$ cat src/rtl/check_sequencer.sv
// check_sequencer: FIFO-fed instruction issuer with OpDone/timeout scoring.
// Define CHECK_SEQ_SCORE_EN to build the pass/fail counters; otherwise they read 0.
module check_sequencer #(
    parameter int DEPTH    = 8,
    parameter int WAIT_CYC = 5
) (
    input  logic        clk,
    input  logic        reset,
    input  logic        in_valid,
    input  logic [31:0] in_inst,
    output logic        in_ready,
    output logic [31:0] inst,
    output logic        pcEn,
    input  logic        OpDone,
    output logic        busy,
    output logic [15:0] pass_cnt,
    output logic [15:0] fail_cnt,
    output logic [15:0] issue_cnt
);
    localparam int AW = $clog2(DEPTH);
    typedef enum logic [1:0] {IDLE, ISSUE, WAIT, GAP} state_t;
    state_t      state, state_nxt;
    logic [31:0] mem [DEPTH];
    logic [AW:0] wptr, rptr;
    logic [31:0] held;
    logic [7:0]  wcnt;
    logic        empty, full, push, pop, done, timeout;
    assign empty    = wptr == rptr;
    assign full     = (wptr[AW] != rptr[AW]) && (wptr[AW-1:0] == rptr[AW-1:0]);
    assign in_ready = !full;
    assign push     = in_valid && !full;
    assign busy     = (state != IDLE) || !empty;
    always_comb begin
        state_nxt = state;
        pcEn      = 1'b0;
        inst      = '0;
        pop       = 1'b0;
        done      = 1'b0;
        timeout   = 1'b0;
        unique case (state)
            IDLE:  state_nxt = empty ? IDLE : ISSUE;
            ISSUE: begin
                pcEn      = 1'b1;
                inst      = mem[rptr[AW-1:0]];
                pop       = 1'b1;
                state_nxt = WAIT;
            end
            WAIT: begin
                pcEn      = 1'b1;
                inst      = held;
                done      = OpDone;
                timeout   = !OpDone && (wcnt == 8'(WAIT_CYC - 1));
                state_nxt = (done || timeout) ? GAP : WAIT;
            end
            GAP:   state_nxt = IDLE;
        endcase
    end
    always_ff @(posedge clk)
        state <= reset ? IDLE : state_nxt;
    // Storage is unreset; reset only clears the pointers, so a coincident push is lost.
    always_ff @(posedge clk)
        if (push) mem[wptr[AW-1:0]] <= in_inst;
    always_ff @(posedge clk) begin
        if (reset) begin
            wptr      <= '0;
            rptr      <= '0;
            held      <= '0;
            wcnt      <= '0;
            issue_cnt <= '0;
        end else begin
            if (push) wptr <= wptr + 1'b1;
            if (pop) begin
                rptr      <= rptr + 1'b1;
                held      <= inst;
                wcnt      <= '0;
                issue_cnt <= issue_cnt + {15'd0, issue_cnt != 16'hFFFF};
            end else if (state == WAIT) begin
                wcnt <= wcnt + 1'b1;
            end
        end
    end
`ifdef CHECK_SEQ_SCORE_EN
    logic [15:0] pass_q, fail_q;
    always_ff @(posedge clk) begin
        if (reset) begin
            pass_q <= '0;
            fail_q <= '0;
        end else begin
            if (done) pass_q <= pass_q + {15'd0, pass_q != 16'hFFFF};
            if (timeout) fail_q <= fail_q + {15'd0, fail_q != 16'hFFFF};
        end
    end
    assign pass_cnt = pass_q;
    assign fail_cnt = fail_q;
`else
    assign pass_cnt = '0;
    assign fail_cnt = '0;
`endif
endmodule

$ cat config.mk
export PLATFORM = sky130hd
export DESIGN_NAME = check_sequencer
export DESIGN_NICKNAME = d
export VERILOG_FILES = /design/src/rtl/check_sequencer.sv
export SDC_FILE = /design/constraint.sdc
export NUM_CORES = 1
export LEC_CHECK = 0
export ABC_AREA = 1
export BUFFER_PORTS_ARGS = -buffer_cell sky130_fd_sc_hd__buf_2
export CORE_MARGIN = 5
export CORE_UTILIZATION = 50
export DETAILED_ROUTE_END_ITERATION = 10
export GPL_ROUTABILITY_DRIVEN = 1
export HOLD_SLACK_MARGIN = 0.02
export PLACE_DENSITY_LB_ADDON = 0.12
export SETUP_SLACK_MARGIN = 0.02
export SLEW_MARGIN = 30
export SYNTH_ARGS = -nofsm -noshare
export SYNTH_HDL_FRONTEND = slang
export SYNTH_SLANG_ARGS = --single-unit
$ cat constraint.sdc
create_clock -name clk -period 3.1 [get_ports clk]
set_clock_uncertainty 0.15 [all_clocks]
set_input_delay 0.465 -clock clk [delete_from_list [all_inputs] [get_ports clk]]
set_output_delay 0.465 -clock clk [all_outputs]
set_load 0.05 [all_outputs]
==> results of run 1 <==
-- cell type report --
cell class / count / area [µm²]
clock buffers: 52 / 1030
clock inverters: 13 / 76.3
fillers: 2472 / 12100
inverters: 235 / 885
multi-input cells: 924 / 4190
flip-flops and latches: 325 / 9080
well taps: 384 / 480
repair buffers: 121 / 822
-- cell usage in the layout (no fill, tap or decap), types with 8 or more instances in the layout --
cell type	n
buf_4	25
conb_1	32
nor3_1	14
inv_1	234
or2_2	8
buf_2	86
nor2_1	103
nor2_4	8
nand3_1	238
ha_1	10
dfxtp_1	67
a21oi_1	48
o21ai_0	9
nand2_1	402
clkbuf_1	10
clkbuf_16	38
or2_0	24
edfxtp_1	256
-- flip-flops by register name (all words and copies together) (netlist names), named ones only --
name	cells
wcnt	8
state	2
wptr	4
issue_cnt	16
mem	256
held	32
rptr	4
-- through the flow --
| stage | util | worst slack (ns) |
|---|---|---|
| global route | 0.577 | 0.0573 |
| detailed placement | 0.537 | 0.592 |
| global placement | 0.537 | 0.585 |
| CTS | 0.576 | 0.0410 |
| floorplan | - | -0.108 |
| finish | 0.577 | 0.213 |
-- power by group through the flow --
stage | Combinational, W | Clock (W) | Sequential [W]
after floorplan | 0.00228 | 0 | 0.00502
after global placement | 0.00322 | 0 | 0.00501
after detailed placement | 0.00326 | 0 | 0.00501
after CTS | 0.00327 | 0.00409 | 0.00492
after global routing | 0.00362 | 0.00429 | 0.00494
final | 0.00330 | 0.00400 | 0.00493
-- final timing paths --
kind	to	start	slack, ns
hold / removal	mem[5][27]	in_inst[27]	0.06
setup reg to reg	mem[4][20]	wptr[1]	0.63
setup / recovery	inst[22]	flip-flop	0.21
hold reg to reg	held[20]	held[20]	0.30
-- layer usage --
metal	up-vias	wire, µm
li1	5142	-
met1	4937	15200
met2	280	15900
met3	55	1920
met4	2	635
met5	-	20
-- logic make-up after synthesis --
family,synth area share
buffers and inverters,0.101
AO/OA/AOI/OAI,0.0215
adder cells (fa/ha/maj),0.00946
AND/OR/NAND/NOR,0.240
flip-flops,0.623
other,0.000258
XOR/XNOR,0.00421
-- synth_stat cells (2+ instances only) --
master | n | area share
xor2_1 | 3 | 0.0018
nand4_1 | 7 | 0.0030
nand3_1 | 238 | 0.082
or2_0 | 24 | 0.010
xnor2_1 | 4 | 0.0024
buf_4 | 36 | 0.019
ha_1 | 11 | 0.0095
dfxtp_1 | 69 | 0.095
buf_2 | 39 | 0.013
nor4_1 | 2 | 0.00086
inv_1 | 234 | 0.060
nor3_1 | 14 | 0.0048
nand2_1 | 402 | 0.10
buf_1 | 6 | 0.0015
or2_2 | 8 | 0.0034
a21oi_1 | 48 | 0.017
clkbuf_1 | 24 | 0.0062
nor2_1 | 112 | 0.029
nor3_2 | 2 | 0.0014
a31oi_1 | 2 | 0.00086
edfxtp_1 | 256 | 0.53
o21ai_0 | 9 | 0.0031
==> impl_results.md, run 1 <==
- Status: complete, no violations
- Cells along the critical path: buf_4 > nand3_1 > nand3_1 > nand3_1 > a21oi_1 > buf_2
- CP startpoint kind: flip-flop
- TritonCTS Buffers: 37
- Least-Margin Pin Slew: 0.567 ns
- Sw frac: 0.345
- Dpl cells: 1988
- Netlist cell types: 31
- Placer Congestion: 0.791
- Hold Path Class: input pin to flip-flop
- P&R area growth vs syn: 13.8%
- Starting DRT DRC Count: 708
- Starting Density: 0.507
- Largest net degree at the start of global routing: 129
- Port Buffers: 86
- Reg2reg path depth: 8
- CTS root buf: clkbuf_16
- Largest vdd supply drop: 0.491 mV
- Clk sinks: 325
- First-pass DRT Iterations: 5
- WP buf/inv: 2
- Comb pwr share: 0.270
- Worst path most repeated cell: nand3_1
- Worst path max stage delay: 0.50 ns
- First-pass GRT wire length: 52900 µm
- DRC: 0
- Sequential fraction of design power: 0.403
- WS Path Type: flip-flop to output port
- LEAKAGE: 7.18 nW
- Setup bufs post-CTS: 0
- Core Area: 28700 µm²
- Power share of the clock group: 0.327
- Synth Instances: 1559
- Antenna violations before repair: 1
- Met1 usage: 0.270
- Pwr Density: 738 nW/µm²
- I/O pin total: 119
- Congestion Overflow GR: 0
- Clk slew on worst S/H paths: 0.06 ns
- Die span in x: 181 µm
- Total track usage: 0.201
- Fin area: 16600 µm²
- Diodes inserted: 0
- Routed Wire Length: 33700 µm
- Register bit total from synthesis: 325
- Die ar.: 32600 µm²
- Max-Slew Margin vs Limit: 0.621
- RSZ-0062 raised after global routing: no
- Post-CTS sizing: 0
- Via count: 10.4k
- Ys flop type: edfxtp_1
- Placed cell areas: 15400 µm²
- Vias in the first global route: 9994
- Post-synth EDFFs: 256
- Top delay family on crit path: buffers and inverters
- Final Hold Viols: 0
- Antenna Nets Post-Route: 0
- Chip Height: 181 µm
- Worst Hold Depth: 1
- HPWL after detailed placement: 20400 µm
- WP depth: 6
- Critical path required time: 2.48 ns
- Psw: 0.00422 W
- Final non-filler cell total: 2054
- Seq/Total Area, Yosys: 0.623
- Post-synth ARST share: 0
- Share of cells above drive strength 1: 0.119
- Hold_buf cts: 0
- Slowest CP cell: dfxtp_4
- Vias per cell: 5.07
- H-Tree Depth: 2
- Total power: 0.0122 W
- Worst setup EP type: output port
- Met3 Use GR: 0.0343
- Max-cap viol count: 0
- Arr. time, crit path: 2.27 ns
- Pint: 0.00801 W
- Max-slew violation count: 0
- Syn avg cell area: 9.33 µm²
- TritonCTS clock tree: done
- Most Used Layer, Global Route: met2
- Max clock buf depth: 3
- Min cycle time layout: 2.89 ns
- Crit Path Max Fanout: 29
- WHS: 0.0617 ns
- Std-Cell Rows: 62
- Clk_lat worst skew: 0.52 ns
- Avg WL per Cell: 16.4 µm
- Period utilization: 0.931
- Ys Warns: 0
- Fmax: 346 MHz
- Final #Nets: 1691
- Met2 Use GR: 0.338
- Final setup viols: 0
- Setup Total Neg Slack: 0 ns
- Post-Syn Area: 14600 µm²
Note: power is estimated with default switching activity, not from simulation.
==> inputs of run 2 (changes only) <==
--- a/config.mk
+++ b/config.mk
@@ -5,7 +5,6 @@
 export SDC_FILE = /design/constraint.sdc
 export NUM_CORES = 1
 export LEC_CHECK = 0
-export ABC_AREA = 1
 export BUFFER_PORTS_ARGS = -buffer_cell sky130_fd_sc_hd__buf_2
 export CORE_MARGIN = 5
 export CORE_UTILIZATION = 50
==> impl_results.md, run 2 <==
- Status: complete, no violations
- HPWL after detailed placement: 18900 µm
- Vias in the first global route: 7921
- Share of the synthesized area in the top cell type: 0.568
- I/O pin total: 119
- Least-Margin Pin Slew: 0.690 ns
- CP startpoint kind: flip-flop
- Hold_buf cts: 0
- Netlist cell types: 47
- LEAKAGE: 5.32 nW
- Final Hold Viols: 0
- Fill count: 2149
- Starting DRT DRC Count: 480
- First-pass DRT Iterations: 4
- Most common library cell in the layout ignoring fill and taps: edfxtp_1
- Psw: 0.00340 W
- Synth top cells by count: 256 x edfxtp_1, 100 x mux2i_1, 69 x dfxtp_1
- Cells along the critical path: nor2_2 > buf_4 > a221oi_1 > a31o_2 > buf_2
- Dominant cell type by area after synthesis: edfxtp_1
- Antenna Nets Post-Route: 0
- Sw frac: 0.303
- Ys Warns: 0
- Post-synth EDFFs: 256
- Post-synth ARST share: 0
- Worst path max stage delay: 0.57 ns
- Critical path required time: 2.48 ns
- Max reg flops: 256
- Comb pwr share: 0.217
- Clk_lat worst skew: 0.52 ns
- Util after Layout: 0.581
- Placed cell areas: 14400 µm²
- Max-Slew Margin vs Limit: 0.540
- Arr. time, crit path: 2.42 ns
- Congestion Overflow GR: 0
- Highest-count cells in the layout ignoring fill and taps: 256 x edfxtp_1, 100 x mux2i_1, 84 x buf_2
- Final setup viols: 0
- Placer Congestion: 0.741
- Largest vdd supply drop: 0.391 mV
- Diodes inserted: 0
- Std-Cell Rows: 60
- Syn avg cell area: 14.9 µm²
- Pint: 0.00781 W
- First-pass GRT wire length: 46400 µm
- Pwr Density: 720 nW/µm²
- Max-slew violation count: 0
- Register bit total from synthesis: 325
- Area contributors post-synth: edfxtp_1 57%, dfxtp_1 10%, mux2i_1 7.4%, a32o_1 2.4%, buf_4 2.2%
- Starting Density: 0.505
- Power share of the clock group: 0.345
- Final #Nets: 1059
- Die span in x: 174 µm
- RSZ-0062 raised after global routing: yes
- Synth Instances: 906
- H-Tree Depth: 2
- Post-Syn Area: 13500 µm²
- Min cycle time layout: 3.03 ns
- Worst setup EP type: output port
- Clk slew on worst S/H paths: 0.06 ns
- TritonCTS clock tree: done
- Routed Wire Length: 30100 µm
- Port Buffers: 86
- Fmax: 330 MHz
- Max clock buf depth: 3
- Ys flop type: edfxtp_1
- P&R area growth vs syn: 15.0%
- Die ar.: 30400 µm²
- Post-route setup slack: 0.0676 ns
- Cell with the most instances after synthesis: edfxtp_1
- Antenna violations before repair: 2
- CTS root buf: clkbuf_16
- Avg WL per Cell: 21.8 µm
- Total track usage: 0.196
- Seq/Total Area, Yosys: 0.670
- Largest net degree at the start of global routing: 44
- Hold Path Class: input pin to flip-flop
- Period utilization: 0.978
- Vias per cell: 5.71
- Core Area: 26800 µm²
- TritonCTS Buffers: 35
- DP Worst Slack: 0.359 ns
- Chip Height: 174 µm
- Clk sinks: 325
- Crit Path Max Fanout: 8
- WL met2: 14600 µm
- DRT met1 WL: 13500 µm
- Slowest CP cell: nor2_2
- Via count: 7881
- Share of cells above drive strength 1: 0.244
- Top routing layer in use: met5
- WS Path Type: flip-flop to output port
- Fin area: 15600 µm²
- DRC: 0
- Max-cap viol count: 0
- WL met3: 1460 µm
- Sequential fraction of design power: 0.439
-- run 2: through the flow --
stage	total power, W	hold slack, ns	TNS, ns	instances
2_1_floorplan	0.00666	0.284	-16.29	937
3_3_place_gp	0.00732	0.289	0	1315
3_5_place_dp	0.00736	0.297	0	1315
4_1_cts	0.0113	0.0520	0	1379
5_1_grt	0.0117	0.0712	0	1380
6_report	0.0112	0.0735	0	1380
-- run 2: area by class of cell --
| cell class | instances | area (µm²) | share of cell area |
|---|---|---|---|
| Sequential cell | 325 | 9080 | 0.583 |
| Multi-Input combinational cell | 513 | 4120 | 0.264 |
| Clock buffer | 49 | 948 | 0.0610 |
| Timing Repair Buffer | 129 | 852 | 0.0548 |
| Tap cell | 341 | 427 | 0.0274 |
| Clock inverter | 15 | 110 | 0.00708 |
| Inverter | 8 | 30.0 | 0.00193 |
-- run 2: cell families after synthesis --
group | synth area share
flip-flops | 0.670
other | 0.000277
AO/OA/AOI/OAI | 0.116
XOR/XNOR | 0.0149
buffers and inverters | 0.0457
AND/OR/NAND/NOR | 0.0683
multiplexers | 0.0740
adder cells (fa/ha/maj) | 0.0102
-- run 2: what timing repair did --
action / CTS / global route
gates resized for setup: 16 / 10
setup buffers: 0 / 1
endpoints found under the setup margin: 29 / 19
pin swaps: 0 / 1
-- run 2: worst paths after layout --
path / from / endpoint / slack, ns / cells after the start
worst min register to register: held[18] / held[18] / 0.31 / 1
worst max-delay path: flip-flop / inst[11] / 0.07 / 5
worst min-delay path: in_inst[28] / mem[4][28] / 0.07 / 1
worst max register to register: wptr[0] / mem[0][10] / 0.47 / 5
-- run 2: routing by layer --
metal,global-route usage,vias to the layer above
li1,-,3701
met1,0.267,3954
met2,0.328,184
met3,0.0374,38
met4,0.0498,4
met5,0,-
-- run 2: critical path, delay by kind of cell (launching register included) --
kind	cells	cell delay [ns]
buffers and inverters	2	0.48
AND/OR/NAND/NOR	1	0.57
AO/OA/AOI/OAI	2	0.43
flip-flops	1	0.40
-- run 2: power by group through the flow --
stage          Sequential [W]  Clock [W]  Combinational (W)
2_1_floorplan         0.00500          0            0.00165
3_3_place_gp          0.00500          0            0.00232
3_5_place_dp          0.00500          0            0.00236
4_1_cts               0.00492    0.00397            0.00241
5_1_grt               0.00493    0.00416            0.00261
6_report              0.00492    0.00386            0.00243
==> inputs of run 3 (changes only) <==
--- a/config.mk
+++ b/config.mk
@@ -5,7 +5,8 @@
 export SDC_FILE = /design/constraint.sdc
 export NUM_CORES = 1
 export LEC_CHECK = 0
-export BUFFER_PORTS_ARGS = -buffer_cell sky130_fd_sc_hd__buf_2
+export ABC_AREA = 1
+export BUFFER_PORTS_ARGS = -buffer_cell sky130_fd_sc_hd__buf_4
 export CORE_MARGIN = 5
 export CORE_UTILIZATION = 50
 export DETAILED_ROUTE_END_ITERATION = 10
@@ -13,6 +14,7 @@
 export HOLD_SLACK_MARGIN = 0.02
 export PLACE_DENSITY_LB_ADDON = 0.12
 export SETUP_SLACK_MARGIN = 0.02
+export SKIP_LAST_GASP = 1
 export SLEW_MARGIN = 30
 export SYNTH_ARGS = -nofsm -noshare
 export SYNTH_HDL_FRONTEND = slang
==> impl_results.md, run 3 (same netlist as run 1, synthesis figures left out) <==
- Antenna violations before repair: 1
- Std-Cell Rows: 62
- Worst Hold Depth: 1
- Final setup viols: 0
- Largest net degree at the start of global routing: 73
- Pint: 0.00823 W
- Routed Wire Length: 33800 µm
- Die span in x: 181 µm
- Starting DRT DRC Count: 707
- Worst path max stage delay: 0.48 ns
- HPWL after detailed placement: 20000 µm
- Via count: 10.4k
- TritonCTS clock tree: done
- Share of cells above drive strength 1: 0.115
- Least-Margin Pin Slew: 0.625 ns
- Worst path most repeated cell: nand3_1
- Pwr Density: 744 nW/µm²
- R2r startpoint: wptr[1]
- Sw frac: 0.341
- Most common library cell in the layout ignoring fill and taps: nand2_1
- Largest vdd supply drop: 0.466 mV
- RSZ-0062 raised after global routing: no
- Sequential fraction of design power: 0.396
- Antenna Nets Post-Route: 0
- Vias in the first global route: 9922
- Hold endpoint: mem[5][27]
- Max reg flops: 256
- Min cycle time layout: 2.90 ns
- Status: complete, no violations
- Max clock buf depth: 3
- WP buf/inv: 3
- I/O pin total: 119
- Critical path required time: 2.48 ns
- Setup bufs post-CTS: 0
- Starting Density: 0.507
- Worst setup EP type: output port
- Core Area: 28700 µm²
- Max-slew violation count: 0
- WS Path Type: flip-flop to output port
- Vias per cell: 5.07
- Congestion Overflow GR: 0
- Total power: 0.0125 W
- DRC: 0
- Psw: 0.00426 W
- Clk slew on worst S/H paths: 0.06 ns
- WP depth: 8
- Highest-count cells in the layout ignoring fill and taps: 402 x nand2_1, 256 x edfxtp_1, 238 x nand3_1
- CTS root buf: clkbuf_16
- Hold Path Class: input pin to flip-flop
- Final #Nets: 1686
- Chip Height: 181 µm
- H-Tree Depth: 2
- Cells along the critical path: clkinv_2 > buf_12 > or2_2 > nand2_1 > nand3_1 > nand3_1 > a21oi_1 > buf_4
- Crit Path Max Fanout: 72
- Placer Congestion: 0.794
- R2r setup slk: 0.63 ns
- Final Hold Viols: 0
- Fmax: 345 MHz
- Top delay family on crit path: simple AND/OR/NAND/NOR gates
- First-pass DRT Iterations: 5
- CP startpoint kind: flip-flop
- Post-CTS sizing: 0
- Clk sinks: 325
- Crit Reg-Reg Endpoint: mem[2][10]
- Avg WL per Cell: 16.5 µm
- Power share of the clock group: 0.335
- Max-cap viol count: 0
- Slowest CP cell: dfxtp_4
- Comb pwr share: 0.269
- Arr. time, crit path: 2.28 ns
- Clk_lat worst skew: 0.52 ns
- Total track usage: 0.202
- LEAKAGE: 7.20 nW
- Period utilization: 0.934
- Diodes inserted: 0
- Die ar.: 32600 µm²
- Reg2reg path depth: 8
- Port Buffers: 86
- TritonCTS Buffers: 37
- First-pass GRT wire length: 53200 µm
- WHS: 0.0372 ns
- Max-Slew Margin vs Limit: 0.582
- Min-delay src: in_inst[27]
- Hold_buf cts: 0
- P&R area growth vs syn: 15.3%
run 3: changes by cell type in the layout (fill, tap and decap cells not counted), moves of 38 or more:
cell	delta
nand3_1	+230
nor2_1	+76
mux2i_1	-100
buf_2	-84
inv_1	+226
a21oi_1	+38
nand2_1	+390
buf_4	+69
run 3: worst max path at each step:
stage                          from         end
after floorplan             wptr[1]   mem[0][0]
after global placement    flip-flop    inst[27]
after detailed placement    wptr[1]  mem[2][14]
after CTS                 flip-flop    inst[27]
after global routing      flip-flop    inst[27]
final                     flip-flop    inst[23]
run 3: metal layers:
metal	track usage	vias up	part of all wire
li1	-	5126	-
met1	0.271	4929	0.45
met2	0.338	277	0.47
met3	0.0357	53	0.053
met4	0.0632	2	0.023
met5	0	-	0.00056
run 3: cell type report:
| type | instances | area, µm² |
|---|---|---|
| clock buffer | 47 | 1020 |
| sequential | 325 | 9080 |
| timing repair buffer | 116 | 990 |
| tap | 384 | 480 |
| inverter | 235 | 883 |
| multi-input combinational | 924 | 4190 |
| fill | 2457 | 11900 |
| clock inverter | 19 | 144 |
run 3: power groups by stage:
stage | clock [W] | combinational [W] | sequential (W)
6_report | 0.00418 | 0.00336 | 0.00495
5_1_grt | 0.00442 | 0.00369 | 0.00496
4_1_cts | 0.00425 | 0.00335 | 0.00496
3_3_place_gp | 0 | 0.00331 | 0.00505
3_5_place_dp | 0 | 0.00334 | 0.00505
2_1_floorplan | 0 | 0.00228 | 0.00502
run 3: metrics by stage:
step                      cell area [µm²]  setup WS [ns]  TNS, ns  std cells   util
final                               16800          0.205        0       2050  0.585
after global routing                16800         0.0531        0       2050  0.585
after CTS                           16800         0.0808        0       2049  0.584
after detailed placement            15600          0.630        0       1983  0.544
after global placement              15600          0.618        0       1983  0.544
after floorplan                     14700         -0.108   -13.79       1590      -
run 3: worst reg2reg max path, cell delays in order, from the launching register on:
cell	delay [ns]
dfxtp_1	0.45
xor2_1	0.21
nor2_1	0.07
nand3_2	0.10
nand2_1	0.14
inv_1	0.12
nand2_1	0.22
nor2_4	0.15
buf_4	0.45
